[src/rtl/sram_bist_ctrl.sv]
// March-style BIST initiator for a single-port synchronous SRAM.
// Runs W0/R0 ascending and W1/R1 descending, then reports pass/fail and first-failure details.
module sram_bist_ctrl #(
  parameter int ADDR_W = 8,
  parameter int DATA_W = 8
) (
  input  logic                clk,
  input  logic                reset,
  input  logic                start,
  input  logic [DATA_W-1:0]   seed,
  output logic                busy,
  output logic                done,
  output logic                pass,
  output logic                fail,
  output logic [ADDR_W+1:0]   err_count,
  output logic [ADDR_W-1:0]   first_fail_addr,
  output logic [DATA_W-1:0]   first_fail_exp,
  output logic [DATA_W-1:0]   first_fail_act,
  output logic                mem_wr_rd_en,
  output logic [ADDR_W-1:0]   mem_addr,
  output logic [DATA_W-1:0]   mem_data_in,
  input  logic [DATA_W-1:0]   mem_data_out
);

  typedef enum logic [2:0] {IDLE, W0, R0, W1, R1, FIN} state_t;

  localparam logic [ADDR_W-1:0] A_MAX = '1;
  localparam logic [ADDR_W+1:0] E_MAX = '1;

  state_t              state, state_n;
  logic [DATA_W-1:0]   seed_r;
  logic                wr_n;
  logic [ADDR_W-1:0]   addr_n;
  logic [DATA_W-1:0]   data_n;
  logic                rd_vld;
  logic [ADDR_W-1:0]   rd_addr;
  logic [DATA_W-1:0]   rd_exp;
  logic                miscmp;
  logic [ADDR_W+1:0]   err_n;

  function automatic logic [DATA_W-1:0] pat(input logic [DATA_W-1:0] s,
                                            input logic [ADDR_W-1:0] a);
    return s ^ DATA_W'(a);
  endfunction

  // State and mem_addr describe the bus cycle currently being driven;
  // the next-cycle bus values are computed here and registered below.
  always_comb begin
    state_n = state;
    wr_n    = 1'b0;
    addr_n  = '0;
    data_n  = '0;
    case (state)
      IDLE: if (start) begin
        state_n = W0;
        wr_n    = 1'b1;
        data_n  = pat(seed, '0);
      end
      W0: if (mem_addr == A_MAX) begin
        state_n = R0;
      end else begin
        wr_n   = 1'b1;
        addr_n = mem_addr + 1'b1;
        data_n = pat(seed_r, addr_n);
      end
      R0: if (mem_addr == A_MAX) begin
        state_n = W1;
        wr_n    = 1'b1;
        addr_n  = A_MAX;
        data_n  = ~pat(seed_r, A_MAX);
      end else begin
        addr_n = mem_addr + 1'b1;
      end
      W1: if (mem_addr == '0) begin
        state_n = R1;
        addr_n  = A_MAX;
      end else begin
        wr_n   = 1'b1;
        addr_n = mem_addr - 1'b1;
        data_n = ~pat(seed_r, addr_n);
      end
      R1: if (mem_addr == '0) begin
        state_n = FIN;
      end else begin
        addr_n = mem_addr - 1'b1;
      end
      FIN:     state_n = IDLE;
      default: state_n = IDLE;
    endcase
  end

  always_comb begin
    miscmp = rd_vld && (mem_data_out != rd_exp);
    err_n  = err_count;
    if (miscmp && (err_count != E_MAX)) err_n = err_count + 1'b1;
  end

  always_ff @(posedge clk or posedge reset) begin
    if (reset) begin
      state           <= IDLE;
      seed_r          <= '0;
      busy            <= 1'b0;
      done            <= 1'b0;
      pass            <= 1'b0;
      fail            <= 1'b0;
      err_count       <= '0;
      first_fail_addr <= '0;
      first_fail_exp  <= '0;
      first_fail_act  <= '0;
      mem_wr_rd_en    <= 1'b0;
      mem_addr        <= '0;
      mem_data_in     <= '0;
      rd_vld          <= 1'b0;
      rd_addr         <= '0;
      rd_exp          <= '0;
    end else begin
      state        <= state_n;
      mem_wr_rd_en <= wr_n;
      mem_addr     <= addr_n;
      mem_data_in  <= data_n;
      // The SRAM captures the read at this edge; its data is compared one edge later.
      rd_vld       <= (state == R0) || (state == R1);
      rd_addr      <= mem_addr;
      rd_exp       <= (state == R0) ? pat(seed_r, mem_addr) : ~pat(seed_r, mem_addr);
      done         <= (state == FIN);
      busy         <= (state_n != IDLE) || (state == FIN);
      if (state == IDLE && start) begin
        seed_r          <= seed;
        err_count       <= '0;
        first_fail_addr <= '0;
        first_fail_exp  <= '0;
        first_fail_act  <= '0;
        pass            <= 1'b0;
        fail            <= 1'b0;
      end else begin
        err_count <= err_n;
        if (miscmp && (err_count == '0)) begin
          first_fail_addr <= rd_addr;
          first_fail_exp  <= rd_exp;
          first_fail_act  <= mem_data_out;
        end
        if (state == FIN) begin
          pass <= (err_n == '0);
          fail <= (err_n != '0);
        end
      end
    end
  end

endmodule

[config.mk]
export PLATFORM = sky130hd
export DESIGN_NAME = sram_bist_ctrl
export DESIGN_NICKNAME = d
export VERILOG_FILES = /design/src/rtl/sram_bist_ctrl.sv
export SDC_FILE = /design/constraint.sdc
export NUM_CORES = 1
export LEC_CHECK = 0
export ABC_AREA = 1
export CORE_UTILIZATION = 45
export DETAILED_ROUTE_END_ITERATION = 8
export GPL_ROUTABILITY_DRIVEN = 1
export PLACE_DENSITY = 0.69
export SLEW_MARGIN = 20
export SYNTH_ARGS = -nofsm -noshare
export SYNTH_HDL_FRONTEND = slang
export SYNTH_SLANG_ARGS = --single-unit
[constraint.sdc]
create_clock -name clk -period 4.2 [get_ports clk]
set_clock_uncertainty 0.1 [all_clocks]
set_input_delay 0.84 -clock clk [delete_from_list [all_inputs] [get_ports clk]]
set_output_delay 0.84 -clock clk [all_outputs]
set_load 0.01 [all_outputs]
==> run metrics, run 1 <==
Setup Viol. Count Final 0; Critical Path End Type flop; synth top area cells dfrtp_1 47%, nand2_1 7.7%, inv_1 6.9%; Pleak approximately 2.6 nW; Nets 602; Slowest-stage cell, CP clkdlybuf4s50_1; IO Pins 74; Yosys warnings 0; worst-margin pin slew about 0.75 ns; P_int 1.66 mW; Post-Route M1 WL about 4800 µm; All-Layer GR Usage about 22%; CP Cell Sequence clkdlybuf4s50_1, inv_2, nand2_1, nand2_1, nand2_1, nor2_2, nand2_4, nand2_2, nor3_4, buf_4, or2_1, buf_4, o21ai_0; WL/cell about 15 µm; Core ar. approximately 0.0094 mm²; WL final around 10000 µm; critical path class input port to flop; Hold WC Path Type flop to flop; Routed met3 length ~350 µm; Slew Limit Fails 0; top layer used by detailed routing met4; Net Sw Power roughly 0.95 mW; initial antenna violation count 0; post-synth top area share a little under half; Top cell by count, worst path nand2_1; H-tree Lvls 3; Crit Path Max Fanout 16; gr ovfl total 0; DRT Pass-1 Iters 4; combinational power share between 30% and 40%; Synth Instances around 500; RePlAce Congestion around 0.93; Setup WS pre-CTS approximately 0.86 ns; top_reg_cell synth dfrtp_1; layout cells sized above 1 approximately 16%; cts hold-fix bufs 0; top-count cell post-synth nand2_1; Clock Latency Late Sink between 0.3 and 0.4 ns; crit share post-route 70.2%; # port buffers 73; Critical Path Start Type input port; root buf cell clkbuf_8; hold depth 2; R2R setup slack between 1.5 and 2 ns; Area Growth Syn to Fin 24.5%; Initial Util between 40% and 50%; post-synth cell types 41; minimum clock period ~3 ns; Max transition margin between 50% and 60%; sequential cell area ~0.0021 mm²; total CTS buffers 9; Die Span Y just over 100 µm; diode count 0; final worst slack approximately 1.2 ns; Syn Area/Cell 8.84 µm²; post-synthesis cell area ~0.0044 mm²; dpl hpwl between 7000 and 8000 µm; worst vdd ir ~0.00037 V; Reg clk slew, reported paths about 0.090 ns; crit-path max cell delay approximately 0.5 ns; f_max between 300 and 400 MHz; post-synthesis async set-or-reset flop share between 90% and 100%; die area slightly above 0.01 mm²; multi-input combinational cell area roughly 0.0019 mm²; Vias ~3600; CTS resizes 0; clock tree sinks 83; CTS tree built; PD cells ~470 mW/mm²; Max-Cap Viols 0; die width roughly 100 µm; global-route wire length before repair ~17000 µm; worst-case reg-to-reg path depth 7; Initial DRC Count 132; #FFs+latches synth 83; largest net degree at the start of global routing 44; register area share after synthesis 47.1%; Filler Cell Count between 800 and 900; Synth area leader dfrtp_1; Avg Vias per Cell between 5 and 6; Final ANT Viol Nets 0; switching share of total power between 30% and 40%; Final Hold Vio Count 0; CTS max path bufs 2; vias in the first global route around 3500; Clk pwr share a little under a quarter; synth cell count leaders 91 x nand2_1, 83 x dfrtp_1, 81 x inv_1; setup_tns 0 ns; Residual DRC 0; status complete, no violations; Post-synth EDFFs 0; row cnt 35; RSZ-0062 raised after global routing no; post-CTS setup repair buffer count 0; Met2 Routed Length just over 5000 µm; critical path data arrival time 3.09 ns; syn nets 523; Flop pwr share ~43%; Req. time, crit path ~4.3 ns
state kept, by name, summed over array words and instances (netlist names):
| signal | cells |
|---|---|
| busy | 1 |
| done | 1 |
| err_count | 10 |
| fail | 1 |
| first_fail_act | 8 |
| first_fail_addr | 8 |
| first_fail_exp | 8 |
| mem_addr | 8 |
| mem_data_in | 8 |
| mem_wr_rd_en | 1 |
| pass | 1 |
| rd_addr | 8 |
| rd_exp | 8 |
| rd_vld | 1 |
| seed_r | 8 |
| state | 3 |
layout make-up:
cell class                 instances  share of cell area (%)
sequential                        83                    37.8
multi-input combinational        310                    34.7
clock buffer                       9                    2.26
inverter                          94                    6.45
clock inverter                     7                    1.50
timing repair buffer              80                    14.3
tap                              129                    2.94
kinds of logic (layout without fill, tap and decap cells):
kind of cell	Yosys count	count (layout)	share of synthesized area [%]
buffers and inverters	106	190	9.79
flip-flops	83	83	47.1
adder cells (fa/ha/maj)	5	5	1.42
XOR/XNOR	37	37	7.35
AO/OA/AOI/OAI	69	69	11.3
AND/OR/NAND/NOR	199	199	23.0
metrics by stage:
step,hold slack (ns),total power [mW],util (%),std cells,cell area (µm²)
after floorplan,0.330,1.67,-,499,4410
after global placement,0.378,1.98,56.4,696,5280
after detailed placement,0.383,2.00,56.4,696,5280
after CTS,0.404,2.62,58.6,712,5490
after global routing,0.426,2.77,58.6,712,5490
final,0.401,2.61,58.6,712,5490
critical path, delay by kind of cell:
kind            cells  cell delay, ns
compound gates      1            0.10
buf+inv             4            1.12
simple gates        8            1.02
power by group through the flow:
stage	sequential (mW)	combinational [mW]	clock (mW)
2_1_floorplan	1.12	0.554	0
3_3_place_gp	1.13	0.857	0
3_5_place_dp	1.13	0.872	0
4_1_cts	1.11	0.878	0.628
5_1_grt	1.14	0.974	0.660
6_report	1.12	0.873	0.618
metal layers:
layer / global-route usage [%] / up-vias
li1: - / 1742
met1: 29.6 / 1729
met2: 37.1 / 77
met3: 3.68 / 19
met4: 6.35 / 0
met5: 0 / -
path summary, 6_finish.rpt:
kind	from	endpoint
min in group asynchronous	reset	first_fail_exp[7]
worst min register to register	rd_addr[3]	first_fail_addr[3]
worst min-delay path	rd_addr[3]	first_fail_addr[3]
worst max register to register	err_count[4]	first_fail_addr[4]
max in group asynchronous	reset	mem_addr[5]
worst max-delay path	mem_data_out[7]	first_fail_addr[4]
cell usage in the layout (no fill, tap or decap), types with 9 or more instances in the layout:
master           synthesis  layout
xor2_1                  22      22
xnor2_1                 15      15
o21ai_0                 17      17
inv_2                   13      13
nand4_1                 11      11
a21oi_1                 11      11
o22ai_1                  9       9
clkdlybuf4s50_1          0      73
nand2_2                 11      11
nand3_1                 24      24
clkbuf_8                 0       9
dfrtp_1                 83      83
inv_1                   81      80
o22ai_2                 10      10
o21ai_2                 10      10
nor2_1                  32      32
nand2_1                 91      91
Power figures use the tool's default switching activity.
==> run 2: changes to the inputs <==
--- a/config.mk
+++ b/config.mk
@@ -9,7 +9,7 @@
 export CORE_UTILIZATION = 45
 export DETAILED_ROUTE_END_ITERATION = 8
 export GPL_ROUTABILITY_DRIVEN = 1
-export PLACE_DENSITY = 0.69
+export PLACE_DENSITY = 0.72
 export SLEW_MARGIN = 20
 export SYNTH_ARGS = -nofsm -noshare
 export SYNTH_HDL_FRONTEND = slang
==> constraint.sdc (replaced) <==
create_clock -name clk -period 2.6 [get_ports clk]
set_clock_uncertainty 0.1 [all_clocks]
set_input_delay 0.52 -clock clk [delete_from_list [all_inputs] [get_ports clk]]
set_output_delay 0.52 -clock clk [all_outputs]
set_load 0.01 [all_outputs]
==> run 2 against run 1 <==
Sequential share of layout area decreased by 0.41 points. Non-clock buffer count rose by 6. Critical path depth shrank 12. First-iteration DRC count increased by 6.8%. Total power increased by 62%. Wire length decreased by 1.1%. Die area stayed put. Critical endpoint is now mem_addr[2]. Highest routed layer unchanged.
==> run metrics, run 2 (synthesized netlist as in run 1, its figures left out) <==
Initial Util 47.1% (unchanged); Req. time, crit path 1.98 ns (was 4.34 ns); Max-Cap Viols 0 (unchanged); Hold WC Path Type flop to flop (unchanged); total CTS buffers 9 (unchanged); Clock Latency Late Sink 0.35 ns (was 0.36 ns); RSZ-0062 raised after global routing no (unchanged); CTS tree built (unchanged); WL final 10300 µm (was 10400 µm); Vias 3604 (was 3567); Top reg by flops err_count (unchanged); Buf+Inv Stages, Crit Path 1 (was 4); Largest register FFs 10 (unchanged); Initial DRC Count 141 (was 132); Slowest-stage cell, CP clkdlybuf4s50_1 (unchanged); WL/cell 14.4 µm (was 14.7 µm); crit share post-route between 80% and 90%; clock tree sinks 83 (unchanged); Nets 608 (was 602); Residual DRC 0 (unchanged); Die Span Y 101 µm (unchanged); IO Pins 74 (unchanged); commonest non-fill, non-tap cell in the layout nand2_1 (unchanged); design area 0.00555 mm² (was 0.00549 mm²); commonest cells after routing, fill and taps aside 91 x nand2_1, 83 x dfrtp_1, 80 x inv_1, 73 x clkdlybuf4s50_1, 32 x nor2_1 (unchanged); Avg Vias per Cell 5.02 (was 5.01); diode count 0 (unchanged); Final ANT Viol Nets 0 (unchanged); worst-margin pin slew 0.616 ns (was 0.746 ns); Fin Hold WS 0.391 ns (was 0.401 ns); die area 0.0102 mm² (unchanged); Pleak 2.64 nW (was 2.61 nW); placed cell area 0.00534 mm² (was 0.00528 mm²); f_max between 400 and 500 MHz; initial antenna violation count 0 (unchanged); die width 101 µm (unchanged); root buf cell clkbuf_8 (unchanged); crit-path max cell delay 0.63 ns (was 0.50 ns); Critical R2R Launch err_count[0] (was err_count[4]); hold path start rd_addr[7] (was rd_addr[3]); Core ar. 0.00937 mm² (unchanged); Max transition margin 58.6% (was 50.3%); CP Cell Sequence clkdlybuf4s50_1 (was clkdlybuf4s50_1, inv_2, nand2_1, nand2_1, nand2_1, nor2_2, nand2_4, nand2_2, nor3_4, buf_4, or2_1, buf_4, o21ai_0); minimum clock period around 2.2 ns; DRT Pass-1 Iters 4 (unchanged); H-tree Lvls 3 (unchanged); Critical Path End Type output pin (was flop); gr ovfl total 0 (unchanged); # port buffers 73 (unchanged); largest net degree at the start of global routing 38 (was 44); critical path class flop to output pin (was input port to flop); Slew Limit Fails 0 (unchanged); CTS max path bufs 2 (unchanged); Final Hold Vio Count 0 (unchanged); setup_tns 0 ns (unchanged); All-Layer GR Usage 21.9% (was 22.1%); CP startpoint mem_addr[2] (was mem_data_out[7]); Area Growth Syn to Fin 25.8% (was 24.5%); Largest delay share family, worst path buffers and inverters (unchanged); cts hold-fix bufs 0 (unchanged); layout cells sized above 1 16.6% (was 15.8%); vias in the first global route 3601 (was 3496); post-CTS setup repair buffer count 0 (unchanged); worst vdd ir 0.000547 V (was 0.000372 V); Critical Path Start Type flop (was input port); row cnt 35 (unchanged); status complete, no violations (unchanged); Crit Path Max Fanout 9 (was 16); RePlAce Congestion 0.887 (was 0.929); Setup Viol. Count Final 0 (unchanged); PD cells 760 mW/mm² (was 475 mW/mm²); global-route wire length before repair 17400 µm (was 17300 µm); CTS resizes 0 (unchanged); Reg clk slew, reported paths 0.09 ns (about the same); dpl hpwl 7810 µm (was 7690 µm); critical path data arrival time 1.60 ns (was 3.09 ns)
-- run 2: metal layers --
metal	track usage, %	wire length [µm]
met1	29.6	4650
met2	36.4	5040
met3	2.77	455
met4	7.80	175
met5	0	0
-- run 2: area by class of cell --
cell class / count / area (µm²)
fill: 868 / 3820
sequential: 83 / 2080
multi-input combinational: 310 / 1910
timing repair buffer: 86 / 841
inverter: 94 / 357
tap: 129 / 161
clock buffer: 10 / 138
clock inverter: 6 / 68.8
-- run 2: metrics by stage --
step	cells	util (%)	setup WS, ns	total power, mW
after detailed placement	702	57.0	0.0334	3.27
final	718	59.2	0.380	4.22
after global routing	718	59.2	0.155	4.49
after floorplan	499	-	0.641	2.70
after CTS	718	59.2	0.376	4.24
after global placement	702	57.0	0.0653	3.25
-- run 2: worst register-to-register path: cells and delay by family (launching register included) --
kind | cells | cell delay (ns)
buffers and inverters | 2 | 0.12
flip-flops | 1 | 0.46
AND/OR/NAND/NOR | 10 | 1.14
adder cells (fa/ha/maj) | 1 | 0.27
-- run 2: report_power, final --
part	switching, mW	internal (mW)
logic	0.792	0.689
clock network	0.488	0.479
registers	0.217	1.55
total	1.50	2.72
-- run 2: path summary, 6_finish.rpt --
path,to,slack [ns],cells after the start
max reg2reg,fail,0.42,13
min,first_fail_addr[7],0.39,2
max,mem_addr[2],0.38,1
max in group asynchronous,err_count[4],1.40,3
min reg2reg,first_fail_addr[7],0.39,2
min in group asynchronous,busy,0.43,2
